`config.mk`:
```
export PLATFORM = sky130hd
export DESIGN_NAME = one_hot_channel_sequencer
export DESIGN_NICKNAME = d
export VERILOG_FILES = /design/src/rtl/ledsuit_seq_pkg.sv /design/src/rtl/onehot_next_select.sv /design/src/rtl/one_hot_channel_sequencer.sv
export SDC_FILE = /design/constraint.sdc
export NUM_CORES = 1
export LEC_CHECK = 0
export ABC_AREA = 1
export CAP_MARGIN = 25
export CORE_MARGIN = 2
export CORE_UTILIZATION = 50
export CTS_BUF_LIST = sky130_fd_sc_hd__clkbuf_8
export DETAILED_ROUTE_END_ITERATION = 12
export PLACE_DENSITY = 0.78
export SLEW_MARGIN = 0
export SYNTH_ARGS = -nofsm -noshare
export SYNTH_HDL_FRONTEND = slang
export SYNTH_SLANG_ARGS = --single-unit
```
`constraint.sdc`:
```
create_clock -name clk -period 2.1 [get_ports clk]
set_input_delay 0.315 -clock clk [delete_from_list [all_inputs] [get_ports clk]]
set_output_delay 0.315 -clock clk [all_outputs]
set_load 0.05 [all_outputs]
```
`src/rtl/ledsuit_seq_pkg.sv`:
```
// Shared types and constants for the LED strip channel sequencer.
// Imported by the sequencer top and its next-channel search.
package ledsuit_seq_pkg;

    typedef enum logic {
        IDLE   = 1'b0,
        ACTIVE = 1'b1
    } seq_state_t;

    localparam logic DIR_UP   = 1'b0;
    localparam logic DIR_DOWN = 1'b1;

    localparam int MAX_CHANNELS = 32;

endpackage

```
`src/rtl/onehot_next_select.sv`:
```
// Combinational priority search over the channel enable mask.
// Yields the first enabled channel and the next one after cur_idx_i.
module onehot_next_select
    import ledsuit_seq_pkg::*;
#(
    parameter int NUM_CHANNELS = 5,
    parameter int IDX_W        = 3
) (
    input  logic [IDX_W-1:0]        cur_idx_i,
    input  logic [NUM_CHANNELS-1:0] mask_i,
    input  logic                    dir_i,
    output logic [IDX_W-1:0]        next_idx_o,
    output logic                    has_next_o,
    output logic [IDX_W-1:0]        first_idx_o,
    output logic                    mask_empty_o
);

    always_comb begin
        next_idx_o   = '0;
        has_next_o   = 1'b0;
        first_idx_o  = '0;
        mask_empty_o = (mask_i == '0);
        // Scan away from the search direction so the last hit is the nearest.
        if (dir_i == DIR_UP) begin
            for (int i = NUM_CHANNELS - 1; i >= 0; i--) begin
                if (mask_i[i]) begin
                    first_idx_o = IDX_W'(i);
                end
                if (mask_i[i] && (i > int'(cur_idx_i))) begin
                    next_idx_o = IDX_W'(i);
                    has_next_o = 1'b1;
                end
            end
        end else begin
            for (int i = 0; i < NUM_CHANNELS; i++) begin
                if (mask_i[i]) begin
                    first_idx_o = IDX_W'(i);
                end
                if (mask_i[i] && (i < int'(cur_idx_i))) begin
                    next_idx_o = IDX_W'(i);
                    has_next_o = 1'b1;
                end
            end
        end
    end

endmodule

```
`src/rtl/one_hot_channel_sequencer.sv`:
```
// Rotates a registered one-hot grant over enabled LED strip channels,
// advancing on the shared driver's done handshake.
module one_hot_channel_sequencer
    import ledsuit_seq_pkg::*;
#(
    parameter int NUM_CHANNELS = 5,
    parameter int IDX_W        = 3
) (
    input  logic                    clk,
    input  logic                    rst,
    input  logic [NUM_CHANNELS-1:0] enable_mask,
    input  logic                    start,
    input  logic                    abort,
    input  logic                    dir,
    input  logic                    loop,
    input  logic                    done,
    output logic [NUM_CHANNELS-1:0] grant,
    output logic [IDX_W-1:0]        grant_idx,
    output logic                    active,
    output logic                    wrap,
    output logic                    frame_done,
    output logic                    fault
);

    seq_state_t              state_q;
    logic [NUM_CHANNELS-1:0] grant_q;
    logic [IDX_W-1:0]        idx_q;
    logic                    wrap_q;
    logic                    frame_done_q;
    logic                    fault_q;

    logic [IDX_W-1:0] next_idx;
    logic             has_next;
    logic [IDX_W-1:0] first_idx;
    logic             mask_empty;

    onehot_next_select #(
        .NUM_CHANNELS (NUM_CHANNELS),
        .IDX_W        (IDX_W)
    ) u_sel (
        .cur_idx_i    (idx_q),
        .mask_i       (enable_mask),
        .dir_i        (dir),
        .next_idx_o   (next_idx),
        .has_next_o   (has_next),
        .first_idx_o  (first_idx),
        .mask_empty_o (mask_empty)
    );

    always_ff @(posedge clk) begin
        if (rst) begin
            state_q      <= IDLE;
            grant_q      <= '0;
            idx_q        <= '0;
            wrap_q       <= 1'b0;
            frame_done_q <= 1'b0;
            fault_q      <= 1'b0;
        end else begin
            wrap_q       <= 1'b0;
            frame_done_q <= 1'b0;
            fault_q      <= 1'b0;
            if (abort) begin
                state_q <= IDLE;
                grant_q <= '0;
                idx_q   <= '0;
            end else begin
                case (state_q)
                    IDLE: begin
                        if (start) begin
                            if (mask_empty) begin
                                fault_q <= 1'b1;
                            end else begin
                                state_q <= ACTIVE;
                                idx_q   <= first_idx;
                                grant_q <= NUM_CHANNELS'(1) << first_idx;
                            end
                        end
                    end
                    ACTIVE: begin
                        if (done) begin
                            if (mask_empty) begin
                                state_q <= IDLE;
                                grant_q <= '0;
                                idx_q   <= '0;
                                fault_q <= 1'b1;
                            end else if (has_next) begin
                                idx_q   <= next_idx;
                                grant_q <= NUM_CHANNELS'(1) << next_idx;
                            end else if (loop) begin
                                idx_q        <= first_idx;
                                grant_q      <= NUM_CHANNELS'(1) << first_idx;
                                wrap_q       <= 1'b1;
                                frame_done_q <= 1'b1;
                            end else begin
                                state_q      <= IDLE;
                                grant_q      <= '0;
                                idx_q        <= '0;
                                frame_done_q <= 1'b1;
                            end
                        end
                    end
                    default: begin
                        state_q <= IDLE;
                        grant_q <= '0;
                        idx_q   <= '0;
                    end
                endcase
            end
        end
    end

    assign grant      = grant_q;
    assign grant_idx  = idx_q;
    assign active     = (state_q == ACTIVE);
    assign wrap       = wrap_q;
    assign frame_done = frame_done_q;
    assign fault      = fault_q;

endmodule
```
==> Word level (Yosys, flattened, before mapping) <==
Cells that the tools add are included.
{ "op_classes": {"muxes": 55, "n_reduce_logical": 14, "order_cmp": 9, "n_eq_ne": 3, "n_bitwise": 2, "shift": 2} }
{ "ops": {"columns": ["cell", "count"], "rows": [
  ["$mux 3", 19],
  ["$mux 5", 6],
  ["$mux 1", 22],
  ["$pmux 5 s2", 1],
  ["$shl 1x3->5 const A", 2],
  ["$logic_and 1x1->1", 9],
  ["$mux 2", 4],
  ["$gt 2x3->1 const A", 2],
  ["$lt 1x3->1 const A", 2],
  ["$lt 2x3->1 const A", 2],
  ["$ne 2x2->1 const B", 3],
  ["$pmux 3 s2", 1],
  ["$reduce_or 6->1", 1],
  ["$logic_not 5->1", 1],
  ["$reduce_or 5->1", 1],
  ["$pmux 1 s2", 2],
  ["$gt 1x3->1 const A", 1],
  ["$gt 3x3->1 const A", 1],
  ["$lt 3x3->1 const A", 1],
  ["$reduce_and 3->1", 1],
  ["$not 1->1", 2],
  ["$reduce_or 2->1", 1]
]} }
{ "word_totals": {"in_bits": 12, "register_bits": 12, "wordCells": 91, "output_inout_bits": 12} }

==> Longest topological paths before layout <==
Gate-level depths: netlist (run 1).
{ "logic_depth": {"depth_word": 12, "ltp_mapped": 12, "mapped_depth_nobuf": 12} }

==> By module <==
A second synthesis (run 1) with hierarchy kept.
{ "unflattened": {"cells_unflattened": 167, "hier_area_um2": 955.9} }
{ "modules_own_cells": {"columns": ["mod", "seq_area_each_um2", "n_inst", "area_each_um2", "cells_per_inst"], "rows": [
  ["one_hot_channel_sequencer", 240.2, 1, 719.4, 114],
  ["onehot_next_select", 0.0, 1, 236.5, 53]
]} }

==> Worst setup path before layout (run 1) <==
No wires, ideal clock.
{ "synth_path": {"kind": "register to register", "start": "register idx_q[2] (netlist: grant_idx[2])", "end": "register idx_q[0] (netlist: grant_idx[0])", "arrival_time_ns": 1.569, "path_buffers": 0, "required_ns": 1.982, "setup_ns": 0.118, "slack_ns": 0.413, "stages_incl_launch_ff": 12, "synth_period_minus_slack_ns": 1.687, "cell_sequence": "dfxtp_1 nor2_2 nand2_1 nand2_1 nor2_2 nand2_2 nand2_4 nand2_2 nand2_1 nand2_1 nand3_1 a21oi_1"} }
{ "synth_via": {"elab_chain_cells": 12, "word_cells_on_any_way": 40, "classes_between": "order compare (9); mux (22); reduce/logical (9)"} }
{ "synth_rtl": {"columns": ["element", "line", "source"], "rows": [
  ["from (decl)", "one_hot_channel_sequencer.sv:27", "logic [IDX_W-1:0] idx_q;"],
  ["from (signal assigned)", "one_hot_channel_sequencer.sv:74", "idx_q <= first_idx;"],
  ["from (signal assigned)", "one_hot_channel_sequencer.sv:87", "idx_q <= next_idx;"],
  ["from (signal assigned)", "one_hot_channel_sequencer.sv:90", "idx_q <= first_idx;"],
  ["$lt 1x3->1", "onehot_next_select.sv:39", "if (mask_i[i] && (i < int'(cur_idx_i))) begin"],
  ["$logic_and 1x1->1", "onehot_next_select.sv:39", null],
  ["$mux 1 (5 in a row)", "onehot_next_select.sv:39", null],
  ["$mux 1", "onehot_next_select.sv:24", "if (dir_i == DIR_UP) begin"],
  ["$mux 3 (*)", "one_hot_channel_sequencer.sv:86", "end else if (has_next) begin"],
  ["$mux 3 (*)", "one_hot_channel_sequencer.sv:81", "if (mask_empty) begin"],
  ["$mux 3 (*)", "one_hot_channel_sequencer.sv:80", "if (done) begin"],
  ["$pmux 3 s2 (*)", "one_hot_channel_sequencer.sv:67", "case (state_q)"]
]} }
Every way passes the cells marked *; elsewhere a longest branch is shown, timed or not. The select of a mux whose other input is x is not followed.
A chain may end at the register's enable or synchronous reset.

==> Worst setup path after layout (run 1) <==
{ "layout_path": {"start": "register idx_q[2] (netlist: grant_idx[2])", "end": "output grant_idx[2]"} }
{ "layout_lines": {"columns": ["element", "line", "source"], "rows": [
  ["to (decl)", "one_hot_channel_sequencer.sv:18", "output logic [IDX_W-1:0] grant_idx,"]
]} }
No word-level cell between the ends.

==> results.toml, run 1 <==
[die]
die_w_um = 46.7
die_area_um2 = 2180
core_area_um2 = 1730
std_cell_rows = 15
io_pins = 24
fp.dieH_um = 46.7
start_util_pct = 52.7

[drt]
drt_iter0_drc = 35
m1WireLength_um = 1090
first_pass_iters = 4
highest_layer = "met4"
ant_nets = 0
vias = 1078
drcViolationCount = 0
dr_wl_met2_um = 1150
vias_per_cell = 5.26
routed_wl_um = 2420
wire_per_inst_um = 11.8
met3_length_um = 147

[synth]
synth_seq_area_share_pct = 26.4
ys_types = 22
post_synth.cell_area_avg_um2 = 5.98
syn_area_um2 = 910
yosys_warnings = 0
syn_nets = 164
netlist_instances = 152
ys_seq_elements = 12

[final_layout]
diodes = 0
final_common_cell = "nand2_1"
fillers = 148
drive_gt1_share_pct = 13.9
fin_cells = 205
syn_to_final_growth_pct = 34.9
final_cell_mix = "45 x nand2_1, 23 x clkdlybuf4s50_1, 17 x inv_1"
fin_nets = 193

[min_path]
hold_class = "flop to flop"
hold_path_end = "grant[4]"
holdPathStages = 2
min_from = "grant[4]"

[clocking]
cts_setup_buffers = 0
htree_num_levels = 1
numCtsBuffers = 3
clkSlewWorstSetupHoldPaths_ns = 0.05
cts_tree = "done"
clock_tree.root_cell = "clkbuf_8"
clock_sinks = 12
worstSkewPairLatency_ns = 0.25
cts_hold_buf = 0
clockBufferDepth = 2
cts-resized-gates = 0

[sta]
finalSetupViolations = 0
skew_ns = 0.00277
fin_crit_sh_pct = 89.7
slew_violations = 0
rsz0062_at_grt = "no"
clock.fmax_ghz = 0.531
period_minus_slack_ns = 1.88
slew_headroom_pct = 65.9
worstMarginPinSlew_ns = 0.510
hold_viol = 0
fin_tns_setup_ns = 0

[setup_path]
worst_path_max_delay_cell = "clkdlybuf4s50_1"
critPathRequiredTime_ns = 1.78
cp_data_arrival_time_ns = 1.57
r2r_setup_slack_ns = 0.54
worstPathCellList = "clkdlybuf4s50_1"
crit_type = "flop to output port"
crit_buf_inv = 1
crit_family = "buffers and inverters"
worstPathMaxFanout = 7
cp-start-kind = "flop"
rr_endpoint = "grant[2]"
endpoint_kind = "output port"
r2r_cells = 9
r2r-start = "grant_idx[2]"
max_stage_delay_ns = 0.86

[grt]
antenna_found_initial = 0
grt.overflow.total = 0
grt_max_degree = 15
grt_pass1_wl_um = 3930
track_usage_pct = 25.9
grt_pass1_vias = 912

[placed_design]
dpl.hpwl_um = 1880
placed_cells = 201
portBuffers = 23
place.gp.congestion = 0.916

[power_and_ir_drop]
p_leak_nw = 0.554
p_per_area_nw_per_um2 = 582
irDropWorstVdd_mv = 0.409

[status]
status = "finished clean"

[flow_run]
drv_cap = 0
==> cell type report <==
| cell class | count | area, um^2 | area share, % |
|---|---|---|---|
| inverters | 20 | 75.1 | 6.12 |
| multi-input cells | 119 | 581 | 47.3 |
| repair buffers | 25 | 245 | 20.0 |
| flip-flops and latches | 12 | 240 | 19.6 |
| clock buffers | 4 | 55.1 | 4.49 |
| well taps | 25 | 31.3 | 2.55 |
==> cells by family (layout without fill, tap and decap cells) <==
logic type,count (synthesis),count (layout),synth area share [%]
and+or+nand+nor,89,89,44.4
AOI/OAI and AO/OA,30,30,19.4
buffers and inverters,21,49,9.77
DFF,12,12,26.4
==> cell usage after synthesis <==
library cell	count	share of area, %
inv_1	17	7.0
nand4_1	1	0.69
o21ai_1	2	1.1
inv_2	3	1.2
o21ai_2	2	1.9
nor3_1	3	1.7
a21oi_2	3	2.9
a21o_1	1	0.83
a31oi_1	2	1.4
nand3_2	2	2.2
nand4_2	1	1.4
dfxtp_1	12	26
nand2_2	4	2.8
nor2_1	15	6.2
nor2_2	3	2.1
nand3_1	14	7.7
nand2_4	1	1.2
nand2_1	45	19
clkbuf_8	1	1.5
a21boi_0	1	0.83
a21oi_1	13	7.2
o21ai_0	6	3.3
==> power by group <==
part | total (mW) | internal, mW | switching, mW | leakage [nW]
logic | 0.214 | 0.0750 | 0.139 | 0.428
clock network | 0.258 | 0.166 | 0.0922 | 0.0288
registers | 0.242 | 0.236 | 0.00599 | 0.0975
==> per-stage QoR <==
stage	hold slack (ns)	utilization, %	setup WS (ns)	total power, mW	cell area [um^2]
after floorplan	0.492	-	0.413	0.391	910
after global placement	0.460	67.9	0.161	0.454	1170
after detailed placement	0.463	67.9	0.136	0.457	1170
after CTS	0.473	71.1	0.204	0.715	1230
after global routing	0.487	71.1	0.172	0.748	1230
final	0.464	71.1	0.215	0.714	1230
==> sequential cells by signal, summed over array words and instances (netlist names) <==
register    count
grant_idx       3
wrap            1
frame_done      1
grant           5
fault           1
active          1
==> routing by layer <==
layer | track usage, % | vias to the layer above
met3 | 8.24 | 5
met5 | 0 | -
met4 | 10.0 | 0
met1 | 32.8 | 482
met2 | 40.6 | 43
li1 | - | 548
==> how the worst max path moves through the flow <==
stage | cells after the start | startpoint | slack [ns] | to
3_3_place_gp | 9 | enable_mask[2] | 0.16 | grant_idx[0]
3_5_place_dp | 9 | enable_mask[2] | 0.14 | grant[4]
2_1_floorplan | 11 | grant_idx[2] | 0.41 | grant_idx[0]
5_1_grt | 1 | grant_idx[2] | 0.17 | grant_idx[2]
6_report | 1 | grant_idx[2] | 0.22 | grant_idx[2]
4_1_cts | 1 | grant_idx[2] | 0.20 | grant_idx[2]
(Power assumes the default switching activity.)
==> inputs of run 2 (changes only) <==
- ABC_CLOCK_PERIOD_IN_PS: not set -> 2100
- CORE_UTILIZATION: 50 -> 34
- PLACE_DENSITY: 0.78 -> 0.55
==> results.toml, run 2 (synthesis gave the netlist of run 1 again) <==
[clocking]
clkSlewWorstSetupHoldPaths_ns = 0.05
clock_sinks = 12
worstSkewPairLatency_ns = 0.24
clock_tree.root_cell = "clkbuf_8"
cts_hold_buf = 0
cts-resized-gates = 0
numCtsBuffers = 3
cts_tree = "done"
cts_setup_buffers = 0
htree_num_levels = 1
clockBufferDepth = 2

[power_and_ir_drop]
swShare_pct = 33.7
power_switching_mw = 0.222
p_leak_nw = 0.548
p_int_mw = 0.437
p_per_area_nw_per_um2 = 541
combPwrFrac_pct = 31.9
clkPwrFrac_pct = 31.2
p_seq_share_pct = 36.9
irDropWorstVdd_mv = 0.464

[sta]
rsz0062_at_grt = "no"
clock.fmax_ghz = 0.525
finalSetupViolations = 0
hold_viol = 0
period_minus_slack_ns = 1.90
slew_headroom_pct = 66.2
skew_ns = 0.00228
slew_violations = 0
fin_tns_setup_ns = 0
fin_crit_sh_pct = 90.7
worstMarginPinSlew_ns = 0.505

[final_layout]
final_cell_mix = "45 x nand2_1, 22 x clkdlybuf4s50_1, 17 x inv_1"
fin_nets = 193
syn_to_final_growth_pct = 33.8
largest_reg_flops = 5
diodes = 0
stdcell_area_um2 = 1220
drive_gt1_share_pct = 14.0
final_common_cell = "nand2_1"

[drt]
vias = 1033
ant_nets = 0
first_pass_iters = 4
vias_per_cell = 4.94
drcViolationCount = 0
routed_wl_um = 2340
drt_iter0_drc = 24
wire_per_inst_um = 11.2

[setup_path]
crit_family = "buffers and inverters"
rr_endpoint = "grant[4]"
crit_buf_inv = 1
cp_data_arrival_time_ns = 1.59
max_stage_delay_ns = 0.87
crit_type = "flop to output port"
critPathRequiredTime_ns = 1.78
endpoint_kind = "output port"
worst_path_max_delay_cell = "clkdlybuf4s50_1"
r2r_cells = 11
worstPathCellList = "clkdlybuf4s50_1"
worstPathMaxFanout = 7
cp-start-kind = "flop"
r2r-start = "grant_idx[2]"
r2r_setup_slack_ns = 0.55

[placed_design]
portBuffers = 23
place.gp.congestion = 0.822
placed_area_um2 = 1180
dpl.hpwl_um = 1900

[grt]
antenna_found_initial = 0
grt.overflow.total = 0
grt_max_degree = 13
grt_pass1_wl_um = 4240
track_usage_pct = 16.7
grt_pass1_vias = 951

[min_path]
holdPathStages = 2
min_from = "grant[4]"
hold_class = "flop to flop"
hold_path_end = "grant[4]"

[die]
die_w_um = 55.7
fp.dieH_um = 55.7
core_area_um2 = 2500
io_pins = 24
std_cell_rows = 18
start_util_pct = 36.4
die_area_um2 = 3110

[flow_run]
drv_cap = 0

[status]
status = "finished clean"
[run 2: metal layers]
metal  global-route usage, %  vias up  share of wire [%]
met5                       0        -                  0
li1                        -      553                  -
met4                    3.14        0               0.56
met3                    5.58        2                5.9
met2                    24.7       23                 42
met1                    23.8      455                 51
[run 2: layout make-up]
cell class | count | area, um^2
Clock buffer | 3 | 41.3
Fill cell | 259 | 1280
Inverter | 20 | 75.1
Multi-Input combinational cell | 119 | 581
Sequential cell | 12 | 240
Tap cell | 30 | 37.5
Timing Repair Buffer | 25 | 243
[run 2: how the worst max path moves through the flow]
stage	slack, ns	cells past startpoint	start	endpoint
floorplan	0.41	11	grant_idx[2]	grant_idx[0]
global placement	0.08	11	enable_mask[1]	grant[1]
detailed placement	0.11	11	enable_mask[1]	grant[1]
CTS	0.18	1	grant_idx[2]	grant_idx[2]
global route	0.12	11	enable_mask[1]	grant[1]
finish	0.20	1	grant_idx[2]	grant_idx[2]
[run 2: power by group through the flow]
stage / clock network (mW) / registers [mW] / logic [mW]
3_5_place_dp: 0 / 0.248 / 0.209
5_1_grt: 0.221 / 0.244 / 0.234
3_3_place_gp: 0 / 0.248 / 0.211
6_report: 0.206 / 0.243 / 0.210
2_1_floorplan: 0 / 0.275 / 0.116
4_1_cts: 0.211 / 0.243 / 0.210
[run 2: through the flow]
step           utilization, %  std cells  setup WS [ns]  power [mW]  hold slack (ns)
6_report                 48.7        209          0.195       0.659            0.473
5_1_grt                  48.7        209          0.120       0.699            0.508
4_1_cts                  48.7        209          0.185       0.664            0.478
3_5_place_dp             47.0        206          0.108       0.457            0.463
3_3_place_gp             47.0        206         0.0755       0.459            0.459
2_1_floorplan               -        152          0.413       0.391            0.492
